==> src/rtl/uart_pkg.sv <==
// Shared types and helpers for the configurable UART receiver.
// Contents:
//   rx_state_t   - receiver frame state
//   PAR_EVEN/ODD - parity sense selectors
//   parity_calc  - expected parity bit for a data word (zero-extended to 9 bits)
package uart_pkg;

    typedef enum logic [2:0] {
        IDLE,
        START,
        DATA,
        PARITY,
        STOP
    } rx_state_t;

    localparam logic PAR_EVEN = 1'b0;
    localparam logic PAR_ODD  = 1'b1;

    // Parity bit the transmitter must send so that XOR(data, bit) == odd.
    function automatic logic parity_calc(input logic [8:0] data, input logic odd);
        return (^data) ^ odd;
    endfunction

endpackage

==> src/rtl/uart_rcv_cfg_if.sv <==
// Receiver-to-consumer bundle: serial line in, received word and status out.
// Signals:
//   RX       - asynchronous serial line, idle high
//   clr_rdy  - consumer ack, clears rdy and all error flags
//   rx_data  - last received data word
//   rdy      - unacknowledged frame available
//   frm_err  - sticky framing error
//   par_err  - sticky parity error
//   ovr_err  - sticky overrun error
//   busy     - receiver is inside a frame
// Modports: master = line driver / consumer side, slave = receiver.
interface uart_rcv_cfg_if #(
    parameter int unsigned DATA_BITS = 8
);
    logic                 RX;
    logic                 clr_rdy;
    logic [DATA_BITS-1:0] rx_data;
    logic                 rdy;
    logic                 frm_err;
    logic                 par_err;
    logic                 ovr_err;
    logic                 busy;

    modport master (
        output RX,
        output clr_rdy,
        input  rx_data,
        input  rdy,
        input  frm_err,
        input  par_err,
        input  ovr_err,
        input  busy
    );

    modport slave (
        input  RX,
        input  clr_rdy,
        output rx_data,
        output rdy,
        output frm_err,
        output par_err,
        output ovr_err,
        output busy
    );
endinterface

==> src/rtl/uart_sync_edge.sv <==
// Two-flop synchronizer for the RX pin plus start-edge qualification.
// Ports:
//   clk    - system clock
//   rst    - synchronous active-high reset
//   rx_i   - raw asynchronous serial line
//   rx_s_o - synchronized line (second sync flop)
//   fall_o - one-cycle pulse on a 1->0 transition of rx_s_o once armed
module uart_sync_edge (
    input  logic clk,
    input  logic rst,
    input  logic rx_i,
    output logic rx_s_o,
    output logic fall_o
);

    logic       sync1_q, sync1_d;
    logic       sync2_q, sync2_d;
    logic       prev_q, prev_d;
    logic [1:0] fill_q, fill_d;
    logic       armed_q, armed_d;

    // The sync flops reset high, so their output reflects the pin only after
    // two clocks; fill_q tracks that so a line held low through reset cannot
    // arm the receiver from the reset value.
    always_comb begin
        sync1_d = rx_i;
        sync2_d = sync1_q;
        prev_d  = sync2_q;
        fill_d  = {fill_q[0], 1'b1};
        armed_d = armed_q | (fill_q[1] & sync2_q);
    end

    always_ff @(posedge clk) begin
        if (rst) begin
            sync1_q <= 1'b1;
            sync2_q <= 1'b1;
            prev_q  <= 1'b1;
            fill_q  <= 2'b00;
            armed_q <= 1'b0;
        end else begin
            sync1_q <= sync1_d;
            sync2_q <= sync2_d;
            prev_q  <= prev_d;
            fill_q  <= fill_d;
            armed_q <= armed_d;
        end
    end

    assign rx_s_o = sync2_q;
    assign fall_o = armed_q & prev_q & ~sync2_q;

endmodule

==> src/rtl/uart_rcv_cfg.sv <==
// Configurable serial receiver: DATA_BITS data bits LSB first, optional parity,
// STOP_BITS stop bits, with framing/parity/overrun flags held until clr_rdy.
// Ports:
//   clk  - system clock
//   rst  - synchronous active-high reset
//   bus  - uart_rcv_cfg_if slave: RX, clr_rdy in; rx_data, rdy, errors, busy out
module uart_rcv_cfg
    import uart_pkg::*;
#(
    parameter int unsigned CLK_PER_BIT = 2604,
    parameter int unsigned DATA_BITS   = 8,
    parameter int unsigned PARITY_EN   = 0,
    parameter int unsigned PARITY_ODD  = 0,
    parameter int unsigned STOP_BITS   = 1
) (
    input logic           clk,
    input logic           rst,
    uart_rcv_cfg_if.slave bus
);

    localparam int unsigned CW = $clog2(CLK_PER_BIT);
    localparam int unsigned BW = $clog2(DATA_BITS + 1);

    localparam logic [CW-1:0] HALF_LOAD = CW'(CLK_PER_BIT / 2 - 1);
    localparam logic [CW-1:0] FULL_LOAD = CW'(CLK_PER_BIT - 1);
    localparam logic [BW-1:0] LAST_DATA = BW'(DATA_BITS - 1);
    localparam logic [BW-1:0] LAST_STOP = BW'(STOP_BITS - 1);
    localparam logic          ODD_SEL   = (PARITY_ODD != 0) ? PAR_ODD : PAR_EVEN;

    logic rx_s;
    logic fall;

    uart_sync_edge u_sync (
        .clk    (clk),
        .rst    (rst),
        .rx_i   (bus.RX),
        .rx_s_o (rx_s),
        .fall_o (fall)
    );

    rx_state_t            state_q, state_d;
    logic [CW-1:0]        cnt_q, cnt_d;
    logic [BW-1:0]        bit_q, bit_d;
    logic [DATA_BITS-1:0] shift_q, shift_d;
    logic                 frm_q, frm_d;      // framing error seen in this frame
    logic                 par_q, par_d;      // parity error seen in this frame
    logic                 done_q, done_d;    // final stop sample taken last cycle

    logic [DATA_BITS-1:0] rx_data_q, rx_data_d;
    logic                 rdy_q, rdy_d;
    logic                 frm_err_q, frm_err_d;
    logic                 par_err_q, par_err_d;
    logic                 ovr_err_q, ovr_err_d;

    // Frame sequencing: the counter runs down to 0, the line is sampled on the
    // cycle it reads 0, and it reloads in that same cycle.
    always_comb begin
        state_d = state_q;
        cnt_d   = cnt_q;
        bit_d   = bit_q;
        shift_d = shift_q;
        frm_d   = frm_q;
        par_d   = par_q;
        done_d  = 1'b0;

        if (state_q == IDLE) begin
            if (fall) begin
                state_d = START;
                cnt_d   = HALF_LOAD;
            end
        end else if (cnt_q != '0) begin
            cnt_d = cnt_q - 1'b1;
        end else begin
            cnt_d = FULL_LOAD;
            case (state_q)
                START: begin
                    if (rx_s) begin
                        state_d = IDLE;
                    end else begin
                        state_d = DATA;
                        bit_d   = '0;
                        frm_d   = 1'b0;
                        par_d   = 1'b0;
                    end
                end
                DATA: begin
                    shift_d = {rx_s, shift_q[DATA_BITS-1:1]};
                    if (bit_q == LAST_DATA) begin
                        bit_d   = '0;
                        state_d = (PARITY_EN != 0) ? PARITY : STOP;
                    end else begin
                        bit_d = bit_q + 1'b1;
                    end
                end
                PARITY: begin
                    par_d   = (rx_s != parity_calc(9'(shift_q), ODD_SEL));
                    state_d = STOP;
                end
                STOP: begin
                    if (!rx_s) begin
                        frm_d = 1'b1;
                    end
                    if (bit_q == LAST_STOP) begin
                        state_d = IDLE;
                        done_d  = 1'b1;
                    end else begin
                        bit_d = bit_q + 1'b1;
                    end
                end
                default: state_d = IDLE;
            endcase
        end
    end

    // Consumer-facing status. Completion takes priority over clr_rdy; when both
    // coincide the flags describe only the new frame.
    always_comb begin
        rx_data_d = rx_data_q;
        rdy_d     = rdy_q;
        frm_err_d = frm_err_q;
        par_err_d = par_err_q;
        ovr_err_d = ovr_err_q;

        if (done_q) begin
            rx_data_d = shift_q;
            rdy_d     = 1'b1;
            frm_err_d = (frm_err_q & ~bus.clr_rdy) | frm_q;
            par_err_d = (par_err_q & ~bus.clr_rdy) | par_q;
            ovr_err_d = (ovr_err_q | rdy_q) & ~bus.clr_rdy;
        end else if (bus.clr_rdy) begin
            rdy_d     = 1'b0;
            frm_err_d = 1'b0;
            par_err_d = 1'b0;
            ovr_err_d = 1'b0;
        end
    end

    always_ff @(posedge clk) begin
        if (rst) begin
            state_q   <= IDLE;
            cnt_q     <= '0;
            bit_q     <= '0;
            shift_q   <= '0;
            frm_q     <= 1'b0;
            par_q     <= 1'b0;
            done_q    <= 1'b0;
            rx_data_q <= '0;
            rdy_q     <= 1'b0;
            frm_err_q <= 1'b0;
            par_err_q <= 1'b0;
            ovr_err_q <= 1'b0;
        end else begin
            state_q   <= state_d;
            cnt_q     <= cnt_d;
            bit_q     <= bit_d;
            shift_q   <= shift_d;
            frm_q     <= frm_d;
            par_q     <= par_d;
            done_q    <= done_d;
            rx_data_q <= rx_data_d;
            rdy_q     <= rdy_d;
            frm_err_q <= frm_err_d;
            par_err_q <= par_err_d;
            ovr_err_q <= ovr_err_d;
        end
    end

    assign bus.rx_data = rx_data_q;
    assign bus.rdy     = rdy_q;
    assign bus.frm_err = frm_err_q;
    assign bus.par_err = par_err_q;
    assign bus.ovr_err = ovr_err_q;
    assign bus.busy    = (state_q != IDLE);

endmodule

==> src/flat_wrapper.sv <==
// flat-port wrapper written by rule: the top's interface ports become plain ports
module uart_rcv_cfg_flat import uart_pkg::*;
#(
    parameter int unsigned CLK_PER_BIT = 2604,
    parameter int unsigned DATA_BITS   = 8,
    parameter int unsigned PARITY_EN   = 0,
    parameter int unsigned PARITY_ODD  = 0,
    parameter int unsigned STOP_BITS   = 1
)
  (clk, rst, bus_RX, bus_clr_rdy, bus_rx_data, bus_rdy, bus_frm_err, bus_par_err, bus_ovr_err, bus_busy);
  uart_rcv_cfg_if #(.DATA_BITS(DATA_BITS)) bus_i ();
  input logic clk;
  input logic rst;
  input wire logic [$bits(bus_i.RX)-1:0] bus_RX;
  input wire logic [$bits(bus_i.clr_rdy)-1:0] bus_clr_rdy;
  output wire logic [$bits(bus_i.rx_data)-1:0] bus_rx_data;
  output wire logic [$bits(bus_i.rdy)-1:0] bus_rdy;
  output wire logic [$bits(bus_i.frm_err)-1:0] bus_frm_err;
  output wire logic [$bits(bus_i.par_err)-1:0] bus_par_err;
  output wire logic [$bits(bus_i.ovr_err)-1:0] bus_ovr_err;
  output wire logic [$bits(bus_i.busy)-1:0] bus_busy;
  assign bus_i.RX = bus_RX;
  assign bus_i.clr_rdy = bus_clr_rdy;
  assign bus_rx_data = bus_i.rx_data;
  assign bus_rdy = bus_i.rdy;
  assign bus_frm_err = bus_i.frm_err;
  assign bus_par_err = bus_i.par_err;
  assign bus_ovr_err = bus_i.ovr_err;
  assign bus_busy = bus_i.busy;
  uart_rcv_cfg #(.CLK_PER_BIT(CLK_PER_BIT), .DATA_BITS(DATA_BITS), .PARITY_EN(PARITY_EN), .PARITY_ODD(PARITY_ODD), .STOP_BITS(STOP_BITS)) u_core (.clk(clk), .rst(rst), .bus(bus_i));
endmodule
==> config.mk <==
export PLATFORM = sky130hd
export DESIGN_NAME = uart_rcv_cfg_flat
export DESIGN_NICKNAME = d
export VERILOG_FILES = /design/src/rtl/uart_pkg.sv /design/src/rtl/uart_rcv_cfg_if.sv /design/src/rtl/uart_sync_edge.sv /design/src/rtl/uart_rcv_cfg.sv /design/src/flat_wrapper.sv
export SDC_FILE = /design/constraint.sdc
export NUM_CORES = 1
export LEC_CHECK = 0
export CORE_UTILIZATION = 57
export DETAILED_ROUTE_END_ITERATION = 6
export GPL_TIMING_DRIVEN = 1
export PLACE_DENSITY = 0.78
export SLEW_MARGIN = 20
export SYNTH_ARGS = -nofsm -noshare
export SYNTH_HDL_FRONTEND = slang
export SYNTH_SLANG_ARGS = --single-unit
==> constraint.sdc <==
create_clock -name clk -period 2.3 [get_ports clk]
set_clock_uncertainty 0.05 [all_clocks]
set_input_delay 0.23 -clock clk [delete_from_list [all_inputs] [get_ports clk]]
set_output_delay 0.23 -clock clk [all_outputs]
set_load 0.1 [all_outputs]
==> results.ini <==
[worst_setup_path]
end_kind = flop
worst-path-max-fanout = 13
crit_path_cell_trace = inv_1, ha_1, nor4b_2, and3_1, buf_4, nor2_1, a31oi_1, a311oi_1
critical-path-max-stage-delay_ns = 0.42
worst_ep_required_time_ns = 2.46
slowest_stage = dfxtp_1
worst-path-buf-inv = 2
timing.critical_path.max_delay_family = simple AND/OR/NAND/NOR gates
worstSetupStartpointType = flop
critPathArrivalTime_ns = 2.25
worst-setup-path-type = flop to flop

[timing]
worst-slew-pin-transition_ns = 0.635
min_period_over_period_pct = 90.9
rsz_0062_raised_after_global_routing = no
max_slew_violation_count = 0
whs_ns = 0.377
maxSlewHeadroom_pct = 57.6
hold_viol = 0
finalCriticalPeriod_ns = 2.09
setup-violations-final = 0
fin_tns_setup_ns = 0
achievable-frequency_mhz = 478

[power_and_ir_drop]
power_frac_seq_pct = 53.5
clockPowerShare_pct = 38.9
vdd_ir_drop_max_v = 0.000480
power_switching_share_pct = 23.6
design_power_total_w = 0.00159
pwr-share-comb_pct = 7.6
total_net_switching_power_w = 0.000375
p_per_area_nw_per_um2 = 644
power.static_leakage_nw = 0.895
power_report.internal_total_w = 0.00121

[layout]
sequential_standard_cell_area_um2 = 961
final_nets = 272
post-route-cell-area_um2 = 2460
post_route_cells_drive_above_1_share_pct = 15.1
layout_commonest_cell = dfxtp_1
num_antenna_cells = 0
fillerInstances = 275
area.growth.synth_to_final_pct = 14.4
finalCoreUtilization_pct = 71.0
layout.cells.most_common_list = 48 x dfxtp_1, 36 x nor2_1, 21 x buf_4, 17 x a21oi_1, 16 x mux2i_1
area_occupied_by_multi_input_gates_um2 = 1100

[grt]
overall_track_demand_over_capacity_in_global_routing_pct = 23.6
first_global_vias = 1652
globalRouteOverflowTotal = 0
initial_antenna_violation_count = 0
global_route_wire_length_before_repair_um = 7550
grt_max_degree = 46

[clock_network]
cts-hold-fix-buffers = 0
worst_case_clock_buffer_depth = 2
ctsRootBufferMaster = clkbuf_8
cts_made_buffers = 5
tritoncts = built
cts.reportedPaths.clkPinSlew_ns = 0.09
clkLatencyLatePin_ns = 0.30
cts_num_sinks = 48
post-cts-setup-buffers = 0
htreeDepth = 2

[logic_synthesis]
synth-simple-area-share_pct = 23.8
async_reset_ff_share_pct = 0
syn-num-nets = 254
synth_top_family_by_area = simple AND/OR/NAND/NOR gates
number_of_synthesis_warnings = 0
synth_compound_area_share_pct = 12.6
synth-main-ff-cell = dfxtp_1
post_synth_mux_area_share_pct = 7.44
post_synth.cell_area_avg_um2 = 8.75
netlist_area_um2 = 2150
seq_area_frac_synth_pct = 44.7
synth-xor-area-share_pct = 4.48
synth.lib_cells_used.distinct = 44
synth.ff_latch_count = 48
post_synth_inst_count = 246
yosys.area_share.adder_pct = 2.33
synth_edf_count = 0

[detailed_routing]
detail_route.first_pass.iterations = 4
wirelength_um = 4370
number_of_design_rule_violations_left_by_the_first_detailed_router_iteration = 212
postRouteAntennaNets = 0
dr_wl_cell_um = 14.0
via_count_of_the_routed_design = 1762
per_cell_via_count_in_the_routed_design = 5.67
drt_drc_violations_left = 0

[min_path]
worst_hold_path_type = flop to flop

[placed_design]
io_buffer_count = 16
dpl.hpwl_um = 2960
post_dp_cell_area_um2 = 2330
place.gp.congestion = 0.885

[die]
area_of_the_core_region_um2 = 3470
num_io_pins = 17
design.die.area_um2 = 4030
fp.dieW_um = 63.4
die_extent_in_y_um = 63.4
initial_core_util_pct = 62.0
num_rows = 21

[run]
max-cap-violations = 0

[status]
status = completed

## sequential cells by signal, indices dropped and copies added (netlist names), 2 cells and up
signal / count
u_core.cnt_q: 12
u_core.state_q: 3
u_core.bus.rx_data: 8
u_core.bit_q: 4
u_core.u_sync.fill_q: 2
u_core.shift_q: 8
## per-stage QoR
stage	std cells	setup slack, ns
floorplan	246	0.219
global placement	303	0.316
CTS	311	0.193
finish	311	0.209
detailed placement	303	0.236
global route	311	0.0625
## power groups by stage
stage	sequential (W)	clock [W]	combinational (W)
after floorplan	0.000864	0	0.0000889
after detailed placement	0.000868	0	0.000116
after global placement	0.000868	0	0.000114
after CTS	0.000848	0.000623	0.000118
final	0.000849	0.000617	0.000120
after global routing	0.000850	0.000662	0.000131
## routing by layer
metal  vias to the layer above  share of wire, %  wire length (um)  global-route usage, %
li1                        892                 -                 -                      -
met1                       828                47              2040                   30.1
met2                        37                49              2120                   39.2
met3                         5               3.5               155                   5.07
met4                         0               1.1                46                   7.67
met5                         -                 0                 0                      0
## layout make-up
cell class / instances / area share [%]
Multi-Input combinational cell: 175 / 44.8
Sequential cell: 48 / 39.0
Timing Repair Buffer: 24 / 7.62
Clock buffer: 5 / 2.79
Tap cell: 46 / 2.34
Clock inverter: 3 / 1.88
Inverter: 10 / 1.58
## Yosys cell counts (all sizes together) (6+ instances only)
master	count	share of area [%]
a21oi	17	4.0
buf	6	1.7
clkbuf	7	1.2
dfxtp	48	45
inv	9	1.6
mux2i	16	7.4
nand2	15	2.6
nand3	9	2.7
nor2	37	6.6
nor3	10	2.6
o21ai	9	2.1
xnor2	8	3.3
## repair_timing
| action | CTS | global route |
|---|---|---|
| hold endpoints to repair | 0 | 0 |
| resized for setup | 0 | 2 |
| endpoints found under the setup margin | 0 | 1 |
## path summary, 6_finish.rpt
path                                       startpoint                    to  slack (ns)  cells past startpoint
worst max register to register        u_core.cnt_q[0]       u_core.cnt_q[6]        0.21                      8
worst min register to register  u_core.u_sync.sync1_q  u_core.u_sync.rx_s_o        0.38                      1
worst min-delay path            u_core.u_sync.sync1_q  u_core.u_sync.rx_s_o        0.38                      1
worst max-delay path                  u_core.cnt_q[0]       u_core.cnt_q[6]        0.21                      8
## kinds of logic (layout without fill, tap and decap cells)
| family | Yosys count | after routing |
|---|---|---|
| adder cells (fa/ha/maj) | 4 | 4 |
| XOR/XNOR | 11 | 11 |
| AND/OR/NAND/NOR | 99 | 99 |
| multiplexers | 16 | 16 |
| buffers and inverters | 23 | 42 |
| AO/OA/AOI/OAI | 45 | 45 |
| flip-flops | 48 | 48 |
Power figures use the tool's default switching activity.
